$ cat config.mk
export PLATFORM = sky130hd
export DESIGN_NAME = aq_spsram_128x8_ctrl
export DESIGN_NICKNAME = d
export VERILOG_FILES = /design/src/rtl/aq_spsram_ctrl_pkg.sv /design/src/rtl/aq_spsram_rsp_fifo.sv /design/src/rtl/aq_spsram_128x8_ctrl.sv
export SDC_FILE = /design/constraint.sdc
export NUM_CORES = 1
export LEC_CHECK = 0
export ABC_AREA = 1
export BUFFER_PORTS_ARGS = -buffer_cell sky130_fd_sc_hd__buf_2
export CORE_ASPECT_RATIO = 0.6
export CORE_UTILIZATION = 37
export CTS_CLUSTER_DIAMETER = 120
export DETAILED_ROUTE_END_ITERATION = 8
export PLACE_DENSITY = 0.55
export SETUP_SLACK_MARGIN = 0.15
export SYNTH_ARGS = -nofsm -noshare
export SYNTH_HDL_FRONTEND = slang
export SYNTH_SLANG_ARGS = --single-unit
$ cat constraint.sdc
create_clock -name forever_cpuclk -period 2.7 [get_ports forever_cpuclk]
set_input_delay 0.135 -clock forever_cpuclk [delete_from_list [all_inputs] [get_ports forever_cpuclk]]
set_output_delay 0.135 -clock forever_cpuclk [all_outputs]
set_load 0.005 [all_outputs]
$ cat src/rtl/aq_spsram_ctrl_pkg.sv
// Shared types and constants for the 128x8 single-port SRAM controller.
package aq_spsram_ctrl_pkg;

    typedef enum logic {
        ST_INIT = 1'b0,
        ST_RUN  = 1'b1
    } state_e;

    localparam int           RSP_DEPTH_DEF  = 4;
    localparam logic         CEN_IDLE       = 1'b1;
    localparam logic         GWEN_IDLE      = 1'b1;
    localparam logic [7:0]   WEN_ALL_OFF    = 8'hFF;
    localparam int           INIT_LAST_ADDR = 127;

endpackage

$ cat src/rtl/aq_spsram_rsp_fifo.sv
// Read-response FIFO: DEPTH x DW, registered storage, head visible while non-empty.
module aq_spsram_rsp_fifo #(
    parameter int DEPTH = 4,
    parameter int DW    = 8
) (
    input  logic          clk,
    input  logic          rst_n,
    input  logic          push,
    input  logic [DW-1:0] push_data,
    input  logic          pop,
    output logic          empty,
    output logic [DW-1:0] head
);
    localparam int PW = (DEPTH > 1) ? $clog2(DEPTH) : 1;
    localparam int CW = $clog2(DEPTH + 1);

    logic [DW-1:0] mem_q [DEPTH];
    logic [PW-1:0] wr_ptr_q, wr_ptr_d;
    logic [PW-1:0] rd_ptr_q, rd_ptr_d;
    logic [CW-1:0] cnt_q, cnt_d;

    function automatic logic [PW-1:0] ptr_inc(input logic [PW-1:0] p);
        return (p == PW'(DEPTH - 1)) ? '0 : p + PW'(1);
    endfunction

    always_comb begin
        wr_ptr_d = push ? ptr_inc(wr_ptr_q) : wr_ptr_q;
        rd_ptr_d = pop  ? ptr_inc(rd_ptr_q) : rd_ptr_q;
        cnt_d    = cnt_q + CW'(push) - CW'(pop);
    end

    always_ff @(posedge clk or negedge rst_n) begin
        if (!rst_n) begin
            wr_ptr_q <= '0;
            rd_ptr_q <= '0;
            cnt_q    <= '0;
        end else begin
            wr_ptr_q <= wr_ptr_d;
            rd_ptr_q <= rd_ptr_d;
            cnt_q    <= cnt_d;
        end
    end

    always_ff @(posedge clk) begin
        if (push) mem_q[wr_ptr_q] <= push_data;
    end

    assign empty = (cnt_q == '0);
    assign head  = mem_q[rd_ptr_q];

endmodule

$ cat src/rtl/aq_spsram_128x8_ctrl.sv
// Initiator-side controller for the 128x8 SP-SRAM macro: init sweep, registered
// pin stage, S2 capture of Q into an in-order response FIFO with read credits.
module aq_spsram_128x8_ctrl
    import aq_spsram_ctrl_pkg::*;
#(
    parameter int                    ADDR_WIDTH = 7,
    parameter int                    DATA_WIDTH = 8,
    parameter int                    WE_WIDTH   = 8,
    parameter logic [DATA_WIDTH-1:0] INIT_VAL   = '0,
    parameter int                    RSP_DEPTH  = RSP_DEPTH_DEF
) (
    input  logic                  forever_cpuclk,
    input  logic                  cpurst_b,
    input  logic                  req_vld,
    output logic                  req_rdy,
    input  logic                  req_wr,
    input  logic [ADDR_WIDTH-1:0] req_addr,
    input  logic [DATA_WIDTH-1:0] req_wdata,
    input  logic [WE_WIDTH-1:0]   req_wmask,
    output logic                  rsp_vld,
    input  logic                  rsp_rdy,
    output logic [DATA_WIDTH-1:0] rsp_rdata,
    output logic                  init_done,
    output logic [ADDR_WIDTH-1:0] sram_a,
    output logic                  sram_cen,
    output logic                  sram_gwen,
    output logic [WE_WIDTH-1:0]   sram_wen,
    output logic [DATA_WIDTH-1:0] sram_d,
    input  logic [DATA_WIDTH-1:0] sram_q
);
    localparam int                    OW      = $clog2(RSP_DEPTH + 1);
    localparam logic [ADDR_WIDTH-1:0] LAST_A  = ADDR_WIDTH'(INIT_LAST_ADDR);
    localparam logic [WE_WIDTH-1:0]   WEN_OFF = WE_WIDTH'(WEN_ALL_OFF);

    state_e                  state_q, state_d;
    logic [ADDR_WIDTH-1:0]   init_cnt_q, init_cnt_d;
    logic                    init_done_q, init_done_d;
    logic [OW-1:0]           outst_q, outst_d;
    logic                    rd_s2_q, rd_s2_d;
    logic                    cen_q, cen_d, gwen_q, gwen_d;
    logic [WE_WIDTH-1:0]     wen_q, wen_d;
    logic [ADDR_WIDTH-1:0]   a_q, a_d;
    logic [DATA_WIDTH-1:0]   dat_q, dat_d;

    logic pop, acc, acc_rd, fifo_empty;

    // Credit check looks through a same-cycle pop so a full pipe can refill at once.
    assign pop     = rsp_vld && rsp_rdy;
    assign req_rdy = init_done_q && ((outst_q - OW'(pop)) < OW'(RSP_DEPTH));
    assign acc     = req_vld && req_rdy;
    assign acc_rd  = acc && !req_wr;

    always_comb begin
        state_d     = state_q;
        init_cnt_d  = init_cnt_q;
        init_done_d = init_done_q | (state_q == ST_RUN);
        outst_d     = outst_q + OW'(acc_rd) - OW'(pop);
        rd_s2_d     = !cen_q && gwen_q;
        cen_d       = CEN_IDLE;
        gwen_d      = GWEN_IDLE;
        wen_d       = WEN_OFF;
        a_d         = a_q;
        dat_d       = dat_q;
        if (state_q == ST_INIT) begin
            cen_d      = 1'b0;
            gwen_d     = 1'b0;
            wen_d      = '0;
            a_d        = init_cnt_q;
            dat_d      = INIT_VAL;
            init_cnt_d = init_cnt_q + ADDR_WIDTH'(1);
            if (init_cnt_q == LAST_A) state_d = ST_RUN;
        end else if (acc) begin
            cen_d = 1'b0;
            a_d   = req_addr;
            if (req_wr) begin
                gwen_d = 1'b0;
                wen_d  = ~req_wmask;
                dat_d  = req_wdata;
            end
        end
    end

    always_ff @(posedge forever_cpuclk or negedge cpurst_b) begin
        if (!cpurst_b) begin
            state_q     <= ST_INIT;
            init_cnt_q  <= '0;
            init_done_q <= 1'b0;
            outst_q     <= '0;
            rd_s2_q     <= 1'b0;
            cen_q       <= CEN_IDLE;
            gwen_q      <= GWEN_IDLE;
            wen_q       <= WEN_OFF;
            a_q         <= '0;
            dat_q       <= '0;
        end else begin
            state_q     <= state_d;
            init_cnt_q  <= init_cnt_d;
            init_done_q <= init_done_d;
            outst_q     <= outst_d;
            rd_s2_q     <= rd_s2_d;
            cen_q       <= cen_d;
            gwen_q      <= gwen_d;
            wen_q       <= wen_d;
            a_q         <= a_d;
            dat_q       <= dat_d;
        end
    end

    aq_spsram_rsp_fifo #(
        .DEPTH (RSP_DEPTH),
        .DW    (DATA_WIDTH)
    ) u_rsp_fifo (
        .clk       (forever_cpuclk),
        .rst_n     (cpurst_b),
        .push      (rd_s2_q),
        .push_data (sram_q),
        .pop       (pop),
        .empty     (fifo_empty),
        .head      (rsp_rdata)
    );

    assign rsp_vld   = !fifo_empty;
    assign init_done = init_done_q;
    assign sram_a    = a_q;
    assign sram_cen  = cen_q;
    assign sram_gwen = gwen_q;
    assign sram_wen  = wen_q;
    assign sram_d    = dat_q;

endmodule

==> results of run 1 <==
[registers in the layout, summed over array words and instances, names as in the netlist, 3 cells and up]
signal and count:
sram_wen 8, u_rsp_fifo.mem_q 32, init_cnt_q 7, u_rsp_fifo.cnt_q 3, outst_q 3, sram_d 8
sram_a 7
[critical path: cells and delay by family, from the launching register on]
kind	cells	cell delay, ns
buffers and inverters	1	0.04
adders and majority gates	3	0.80
xor gates and xnor gates	2	0.34
and+or+nand+nor	6	0.65
DFF	1	0.42
[Yosys cell counts (6+ instances only)]
cell      number  area (um^2)
inv_1         37        138.9
nand2_1       54        202.7
dfrtp_1       35        875.8
o22ai_1        8        50.05
xor2_1         6        52.55
o211ai_1       8        60.06
edfxtp_1      32        960.9
nor2_1        31        116.4
nand3_1       16        80.08
buf_2          7        35.03
o21ai_0       26        130.1
ha_1          10        125.1
dfstp_2       10        262.8
[path summary, 6_finish.rpt]
kind                                  startpoint  cells past startpoint  slack (ns)                     end
setup / recovery             u_rsp_fifo.cnt_q[1]                     12        0.36              outst_q[2]
hold / removal                          cpurst_b                      1       -0.02               init_done
setup reg to reg             u_rsp_fifo.cnt_q[1]                     12        0.36              outst_q[2]
hold reg to reg                    init_cnt_q[6]                      1        0.47           init_cnt_q[6]
max in group asynchronous               cpurst_b                      1        2.05     u_rsp_fifo.cnt_q[1]
min in group forever_cpuclk            sram_q[5]                      1        0.02  u_rsp_fifo.mem_q[3][5]
[cell type report]
class,instances,area [um^2]
clock inverter,7,73.82
tap,112,140.1
timing repair buffer,82,457.9
multi-input combinational,182,1057
fill,784,4456
inverter,38,142.6
sequential,77,2101
clock buffer,9,225.2
[stage by stage]
step                        util  hold slack (ns)  cell area [um^2]
final                     0.4851         -0.02236              4198
after global routing      0.4851         0.007123              4198
after CTS                 0.4832         0.007081              4182
after global placement    0.4394           0.2981              3802
after detailed placement  0.4394           0.3001              3802
after floorplan                -          -0.1606              3357
[power groups by stage]
stage | logic, uW | clock network, uW | registers, uW
2_1_floorplan | 420 | 0 | 1360
3_3_place_gp | 619 | 0 | 1370
3_5_place_dp | 640 | 0 | 1380
4_1_cts | 650 | 1210 | 1350
5_1_grt | 762 | 1270 | 1360
6_report | 664 | 1190 | 1360
[per-layer routing]
layer  share of wire  GRT usage
met1            0.53     0.2289
met2            0.41     0.2098
met3           0.055    0.05899
met4          0.0078    0.05285
met5               0          0
[cells in the final DEF (no fill, tap or decap), drive strengths merged, types with 2 or more instances in the layout]
cell / Yosys / routed
o22ai: 8 / 8
clkbuf: 2 / 9
dlygate4sd3: 0 / 8
nand3: 20 / 20
xnor2: 3 / 3
edfxtp: 32 / 32
ha: 10 / 10
fa: 2 / 2
nand4: 4 / 4
nor2: 34 / 34
dfstp: 10 / 10
nand2: 58 / 58
inv: 38 / 40
o21ai: 26 / 26
xor2: 6 / 6
buf: 9 / 74
clkinvlp: 0 / 3
dfrtp: 35 / 35
o211ai: 8 / 8
[what timing repair did]
item / 4_1_cts / 5_1_grt
endpoints found under the setup margin: 0 / 1
hold endpoints to repair: 8 / 0
hold buffers: 8 / 0
resized for setup: 0 / 3
buffers inserted: 0 / 1
[logic make-up after synthesis]
| family | after synthesis | synth area share |
|---|---|---|
| XOR/XNOR | 9 | 0.02348 |
| buffers and inverters | 49 | 0.06187 |
| adder cells (fa/ha/maj) | 12 | 0.04920 |
| AO/OA/AOI/OAI | 43 | 0.07380 |
| AND/OR/NAND/NOR | 118 | 0.1662 |
| flip-flops | 77 | 0.6254 |
==> out/summary.txt, run 1 <==
clock tree buffer depth - 2
routed length per instance - 13.71 um
Reg power frac - 0.422
Sw Ratio - 0.2845
Layout area overhead - 25.05%
vias in the first global route - 2170
antenna cells - 0
Min Hold Slack - -0.02236 ns
Setup Crit Path Kind - flop to flop
power per standard cell area - 764.4 mW/mm^2
gr usage total - 0.1564
status - finished, violations left
Sink Count - 77
drt total wl - 6952 um
Seq/Total Area, Yosys - 0.6254
largest net degree at the start of global routing - 46
TNS Setup - 0 ns
period utilisation layout - 0.8654
combinational share of power - 0.207
Core Region - 0.008653 mm^2
Slew HR - 0.3321
Final ANT Viol Nets - 0
Die Footprint - 0.009470 mm^2
Ys Warns - 0
Leak - 0.001995 uW
Psw - 912.8 uW
ys flop type - dfrtp_1
max cap viols - 0
placed insts - 482
PnR Total Power - 3209 uW
Peak VDD IR - 0.3137 mV
num rows - 26
Seq cells post-synth - 77
Fin. Hold Viols - 35
Distinct cells, synth - 30
Slowest cell on crit path - dfrtp_2
Fin Clk Skew - 0.005090 ns
RSZ-0062 raised after global routing - no
Clock Power Share - 0.371
Setup crit end kind - flop
post-synthesis cell area - 0.003357 mm^2
Die H - 75.78 um
violations in the final reports - design-rule violations, negative hold slack
Least-Margin Pin Slew - 1.002 ns
nets - 438
Post-Syn Instances - 308
die width - 125.0 um
CTS tree - done
Initial Util - 0.3879
Post-Layout Cell Count - 507
Synth Area per Inst - 10.90 um^2
fmax - 428.0 MHz
Overflow after GRT - 0
pre-CTS setup slack - 0.3059 ns
Worst-path clk slew - 0.06 ns
EDFF count, synth - 32
H-Tree Depth - 3
Post-DP HPWL - 4804 um
Arr. time, crit path - 2.59 ns
drt first pass iters - 6
Hold Crit Class - input port to async pin
IO Count - 72
Vias - 2324
setup violators final - 0
first-pass GRT wire length - 11030 um
clock root cell - clkbuf_16
Required @ worst endpoint - 2.95 ns
DR DRC count - 6
Iter 0 DRT Violations - 136
Net Count, Synth - 356
startpoint types - flop
CP Max Fanout - 3
I/O Buffers - 71
number of buffers created by CTS - 9
Power Internal - 2296 uW
GPL Wtd Cong - 0.7016
Post-synth ARST share - 0.5844
clk_lat worst skew - 0.33 ns
Tmin final - 2.337 ns
initial antenna violation count - 0
fin. max-slew vios - 0
fin worst setup slack - 0.3633 ns
CP cell instances - nor2_4 -> nand2_2 -> nand4_2 -> nand2_1 -> nor2_4 -> nand3_1 -> ha_1 -> inv_1 -> ha_1 -> fa_2 -> xnor2_1 -> xor2_1
via-per-instance ratio - 4.584
fraction of layout cells with a size suffix above 1 - 0.2937
CP max stage delay - 0.42 ns
No activity file was read; power rests on OpenSTA's default activity.
==> run 2: changes to the inputs <==
--- a/config.mk
+++ b/config.mk
@@ -12,6 +12,7 @@
 export CTS_CLUSTER_DIAMETER = 120
 export DETAILED_ROUTE_END_ITERATION = 8
 export PLACE_DENSITY = 0.55
+export REMOVE_ABC_BUFFERS = 1
 export SETUP_SLACK_MARGIN = 0.15
 export SYNTH_ARGS = -nofsm -noshare
 export SYNTH_HDL_FRONTEND = slang
==> constraint.sdc (replaced) <==
create_clock -name forever_cpuclk -period 2.7 [get_ports forever_cpuclk]
set_input_delay 0 -clock forever_cpuclk [delete_from_list [all_inputs] [get_ports forever_cpuclk]]
set_output_delay 0 -clock forever_cpuclk [all_outputs]
set_load 0.005 [all_outputs]
==> run 2 against run 1 <==
The run ends with design-rule violations left. Clock skew up 0.00091 ns. Setup slack lost 0.041 ns. Critical endpoint unchanged. Maximum frequency is 1.7% lower. Sequential power hardly changed.
==> out/summary.txt, run 2 (same netlist as run 1, synthesis figures left out) <==
status - finished, violations left
violations in the final reports - design-rule violations
WP depth - 12 (unchanged)
RSZ-0062 raised after global routing - no
Storage cell area - 0.002100 mm^2 (about the same)
IO Count - 72 (unchanged)
DR DRC count - 6 (unchanged)
fillers - 787 (+0.38%)
number of buffers created by CTS - 9 (unchanged)
via-per-instance ratio - 4.636 (+1.1%)
Iter 0 DRT Violations - 167 (+23%)
Hold Buf Count CTS - 28 (+20)
Worst R2R Start - u_rsp_fifo.cnt_q[1]
Peak VDD IR - 0.2978 mV (-5.1%)
Die Footprint - 0.009470 mm^2 (unchanged)
Overflow after GRT - 0 (unchanged)
r2r setup slk - 0.32 ns (-0.04 ns)
max reg flops - 32 (unchanged)
Layout area overhead - 29.71%
routed length per instance - 13.82 um (+0.76%)
Sink Count - 77 (unchanged)
Leak - 0.002075 uW (+4.0%)
antenna cells - 0 (unchanged)
Hold Crit Class - input port to flop
crit path from - u_rsp_fifo.cnt_q[1]
Final ANT Viol Nets - 0 (unchanged)
die width - 125.0 um (unchanged)
largest net degree at the start of global routing - 33 (-28%)
commonest non-fill, non-tap cell in the layout - buf_2
met3 Use GR - 0.06180 (+0.002809)
drt total wl - 7281 um (+4.7%)
Die H - 75.78 um (unchanged)
most frequent cells in the layout - 71 x buf_2, 54 x nand2_1, 37 x inv_1, 35 x dfrtp_1, 32 x edfxtp_1
crit-path most repeated cell - ha_1
Arr. time, crit path - 2.59 ns (about the same)
max cap viols - 0 (unchanged)
Initial Util - 0.3879 (unchanged)
power per standard cell area - 709.0 mW/mm^2 (-7.2%)
fin. max-slew vios - 0 (unchanged)
Least-Margin Pin Slew - 0.7126 ns (-0.2892 ns)
Min Hold Slack - 0.008282 ns (+0.03065 ns)
Slowest cell on crit path - dfrtp_1
CTS tree - done
Post-DP HPWL - 4833 um (+0.61%)
Worst-path clk slew - 0.06 ns (about the same)
clk_lat worst skew - 0.33 ns (about the same)
CP Max Fanout - 3 (unchanged)
nets - 458 (+4.6%)
CP cell instances - nor2_2 -> nand2_2 -> nand4_2 -> nand2_1 -> nor2_4 -> nand3_1 -> ha_1 -> inv_1 -> ha_1 -> fa_1 -> xnor2_1 -> xor2_1
Post-CTS Setup Inserts - 0 (unchanged)
GR Util met2 - 0.2408 (+0.03104)
TNS Setup - 0 ns (unchanged)
reg2reg path depth - 12 (unchanged)
Multi-input gate area - 0.001050 mm^2 (-0.71%)
I/O Buffers - 71 (unchanged)
RR Endpoint - outst_q[2]
cts repair resizes - 0 (unchanged)
Global Route met1 Usage - 0.2233 (-0.005596)
vias in the first global route - 2308 (+6.4%)
GR peak layer - met2
setup violators final - 0 (unchanged)
period utilisation layout - 0.8806 (+0.01516)
clock tree buffer depth - 2 (unchanged)
fraction of layout cells with a size suffix above 1 - 0.2675 (-0.02620)
first-pass GRT wire length - 11570 um (+4.9%)
clock root cell - clkbuf_16
drt first pass iters - 6 (unchanged)
Vias - 2443 (+5.1%)
fmax - 420.6 MHz (-1.7%)
initial antenna violation count - 0 (unchanged)
GPL Wtd Cong - 0.7276 (+3.7%)
crit path capture - outst_q[2]
crit-path leading delay family - adder cells
gr usage total - 0.1631 (+0.006720)
CP max stage delay - 0.42 ns (about the same)
num rows - 26 (unchanged)
Tmin final - 2.378 ns (+0.04093 ns)
CP bufs+invs - 1 (unchanged)
Fin Clk Skew - 0.005999 ns (+0.0009093 ns)
Setup crit end kind - flop
Required @ worst endpoint - 2.91 ns (-0.04 ns)
Fin. Hold Viols - 0 (-100%)
Reg with most FFs - u_rsp_fifo.mem_q
Core Region - 0.008653 mm^2 (unchanged)
Slew HR - 0.5206 (+0.1885)
Setup Crit Path Kind - flop to flop
PnR Total Power - 3087 uW (-3.8%)
H-Tree Depth - 3 (unchanged)
startpoint types - flop
## run 2: changes by cell type in the layout (fill, tap and decap cells not counted)
| cell | previous run | this run |
|---|---|---|
| fa_1 | 1 | 2 |
| dlygate4sd3_1 | 8 | 28 |
| dfrtp_1 | 34 | 35 |
| dfrtp_2 | 1 | 0 |
| clkinv_1 | 1 | 0 |
| nor2_4 | 2 | 1 |
| clkinvlp_4 | 3 | 0 |
| clkinv_2 | 0 | 2 |
| bufinv_16 | 1 | 0 |
| nor2_2 | 1 | 2 |
| fa_2 | 1 | 0 |
| clkbuf_8 | 0 | 1 |
| clkbuf_1 | 0 | 4 |
| inv_6 | 2 | 0 |
## run 2: worst min-delay path by stage
stage          slack, ns            end  cells past startpoint         start
6_report           0.008      sram_a[2]                      5   req_addr[2]
5_1_grt             0.03      sram_d[5]                      5  req_wdata[5]
4_1_cts           0.0006      sram_a[4]                      5   req_addr[4]
3_5_place_dp        0.09      sram_d[0]                      1      cpurst_b
3_3_place_gp         0.1      sram_d[0]                      1      cpurst_b
2_1_floorplan      -0.30  init_cnt_q[0]                      0      cpurst_b
## run 2: area by class of cell
class / count / share of cell area
timing repair buffer: 102 / 0.1511
inverter: 38 / 0.03276
clock buffer: 14 / 0.05833
clock inverter: 2 / 0.002299
tap: 112 / 0.03218
sequential: 77 / 0.4822
multi-input combinational: 182 / 0.2411
## run 2: tightest hold or removal path, cell delays in order
cell and delay, ns:
buf_2 0.08, nand2_1 0.04, nor2_1 0.09, nor2_1 0.05, nand2_1 0.05
## run 2: layer usage
| layer | share of wire | vias up |
|---|---|---|
| met1 | 0.50 | 1169 |
| li1 | - | 1220 |
| met2 | 0.45 | 47 |
| met5 | 0 | - |
| met3 | 0.050 | 7 |
| met4 | 0.0089 | 0 |
## run 2: power breakdown
group	total [uW]	switching, uW	leakage, uW	internal, uW
Sequential	1350	65.4	0.000838	1290
Combinational	657	367	0.00111	290
Clock	1080	431	0.000131	645
Total	3090	863	0.00208	2220
## run 2: metrics by stage
| step | setup slack, ns | area (um^2) | util | cells |
|---|---|---|---|---|
| floorplan | 0.4206 | 3292 | - | 297 |
| detailed placement | 0.3013 | 3810 | 0.4403 | 483 |
| global route | 0.1811 | 4354 | 0.5032 | 527 |
| global placement | 0.3767 | 3810 | 0.4403 | 483 |
| finish | 0.3224 | 4354 | 0.5032 | 527 |
| CTS | 0.3073 | 4354 | 0.5032 | 527 |
==> run 3: changes to the inputs <==
--- a/config.mk
+++ b/config.mk
@@ -11,7 +11,7 @@
 export CORE_UTILIZATION = 37
 export CTS_CLUSTER_DIAMETER = 120
 export DETAILED_ROUTE_END_ITERATION = 8
-export PLACE_DENSITY = 0.55
+export PLACE_DENSITY_LB_ADDON = 0.15
 export REMOVE_ABC_BUFFERS = 1
 export SETUP_SLACK_MARGIN = 0.15
 export SYNTH_ARGS = -nofsm -noshare
==> run 3 against run 2 <==
The run still ends with design-rule violations left. Critical path depth unchanged. Setup slack better by 0.0013 ns. Wire length down 0.11%. Global-route usage hardly changed. Critical endpoint unchanged. Largest cell class unchanged. Largest power group unchanged.
==> out/summary.txt, run 3 (same netlist as run 1, synthesis figures left out) <==
CP Max Fanout - 3 (unchanged)
fillers - 827 (+5.1%)
RR Endpoint - outst_q[2]
Setup crit end kind - flop
fin. max-slew vios - 0 (unchanged)
Post-DP HPWL - 4755 um (-1.6%)
fraction of layout cells with a size suffix above 1 - 0.2792 (+0.01177)
utilization after layout - 0.5091 (+0.005928)
placed insts - 484 (+0.21%)
Core Region - 0.008653 mm^2 (unchanged)
Die Footprint - 0.009470 mm^2 (unchanged)
Required @ worst endpoint - 2.91 ns (about the same)
Fin Clk Skew - 0.007023 ns (+0.001024 ns)
crit path capture - outst_q[2]
drt total wl - 7273 um (-0.11%)
largest net degree at the start of global routing - 46 (+39%)
routed length per instance - 13.70 um (-0.86%)
IO Count - 72 (unchanged)
Sink Count - 77 (unchanged)
violations in the final reports - design-rule violations
Slew HR - 0.3087 (-0.2120)
drt first pass iters - 6 (unchanged)
Worst-path clk slew - 0.06 ns (about the same)
H-Tree Depth - 3 (unchanged)
hold path depth - 5 (unchanged)
RSZ-0062 raised after global routing - no
Reg with most FFs - u_rsp_fifo.mem_q
Leak - 0.002105 uW (+1.4%)
number of buffers created by CTS - 9 (unchanged)
Die H - 75.78 um (unchanged)
gr usage total - 0.1629 (-0.0002327)
Post-Layout Cell Count - 531 (+0.76%)
initial antenna violation count - 0 (unchanged)
most frequent cells in the layout - 71 x buf_2, 54 x nand2_1, 37 x inv_1, 34 x dfrtp_1, 32 x edfxtp_1
period utilisation layout - 0.8801 (about the same)
Fin. Hold Viols - 0 (unchanged)
first-pass GRT wire length - 11470 um (-0.90%)
power per standard cell area - 720.5 mW/mm^2 (+1.6%)
PnR Total Power - 3174 uW (+2.8%)
clock root cell - clkbuf_16
Least-Margin Pin Slew - 1.037 ns (+0.3244 ns)
Hold Crit Class - input port to flop
status - finished, violations left
die width - 125.0 um (unchanged)
TNS Setup - 0 ns (unchanged)
Setup Crit Path Kind - flop to flop
via-per-instance ratio - 4.584 (-1.1%)
clock tree buffer depth - 2 (unchanged)
Vias - 2434 (-0.37%)
num rows - 26 (unchanged)
setup violators final - 0 (unchanged)
max reg flops - 32 (unchanged)
Min Hold Slack - 0.008620 ns (+0.0003376 ns)
clk_lat worst skew - 0.33 ns (about the same)
Tmin final - 2.376 ns (-0.001300 ns)
nets - 462 (+0.87%)
Arr. time, crit path - 2.58 ns (about the same)
Layout area overhead - 31.23%
startpoint types - flop
commonest non-fill, non-tap cell in the layout - buf_2
Iter 0 DRT Violations - 130 (-22%)
Initial Util - 0.3879 (unchanged)
I/O Buffers - 71 (unchanged)
r2r setup slk - 0.32 ns (about the same)
reg2reg path depth - 12 (unchanged)
GPL Wtd Cong - 0.7862 (+8.1%)
fmax - 420.8 MHz (about the same)
antenna cells - 0 (unchanged)
max cap viols - 0 (unchanged)
Worst R2R Start - u_rsp_fifo.cnt_q[1]
CTS tree - done
DR DRC count - 10 (+4)
vias in the first global route - 2256 (-2.3%)
Peak VDD IR - 0.3135 mV (+5.3%)
Overflow after GRT - 0 (unchanged)
Final ANT Viol Nets - 0 (unchanged)
crit path from - u_rsp_fifo.cnt_q[1]
[run 3: cell count changes in the layout (fill, tap and decap cells not counted), sizes merged]
cell	change
buf	+3
dlygate4sd3	+1
[run 3: routing by layer]
metal  share of wire  GRT usage
met1            0.52     0.2298
met2            0.43     0.2297
met3           0.040    0.05407
met4           0.014    0.06911
met5               0          0
[run 3: layout make-up]
| cell class | instances | area [um^2] | area share |
|---|---|---|---|
| well taps | 112 | 140.1 | 0.03181 |
| repair buffers | 106 | 690.7 | 0.1568 |
| flip-flops and latches | 77 | 2101 | 0.4769 |
| inverters | 38 | 142.6 | 0.03238 |
| clock inverters | 2 | 10.01 | 0.002272 |
| clock buffers | 14 | 264.0 | 0.05993 |
| multi-input cells | 182 | 1057 | 0.2400 |
[run 3: power breakdown]
group | leakage (uW) | switching (uW) | internal (uW)
logic | 0.00113 | 379 | 319
clock network | 0.000137 | 438 | 670
registers | 0.000837 | 76.8 | 1290
total | 0.00211 | 894 | 2280
[run 3: how the worst min path moves through the flow]
stage / start / end / slack, ns
2_1_floorplan: cpurst_b / init_cnt_q[0] / -0.30
3_3_place_gp: req_wmask[1] / sram_wen[1] / 0.16
3_5_place_dp: req_wmask[5] / sram_wen[5] / 0.16
4_1_cts: req_addr[3] / sram_a[3] / 0.002
5_1_grt: req_addr[4] / sram_a[4] / 0.03
6_report: req_addr[3] / sram_a[3] / 0.009
[run 3: repair_timing]
item,4_1_cts,5_1_grt
endpoints found under the hold margin,87,0
resized for setup,0,2
hold buffers,29,0
endpoints found under the setup margin,0,1
setup buffers,0,2
[run 3: per-stage QoR]
step / setup WS [ns] / instance area [um^2]
global route: 0.1863 / 4405
CTS: 0.2347 / 4382
floorplan: 0.4206 / 3292
finish: 0.3237 / 4405
detailed placement: 0.2523 / 3817
global placement: 0.3456 / 3817
[run 3: worst max-delay path, cell delays in order, from the launching register on]
cell and delay (ns):
dfrtp_2 0.43, nor2_2 0.13, nand2_2 0.09, nand4_2 0.10, nand2_1 0.10, nor2_4 0.12
nand3_1 0.08, ha_1 0.28, inv_1 0.04, ha_1 0.18, fa_1 0.41, xnor2_2 0.15
xor2_1 0.14
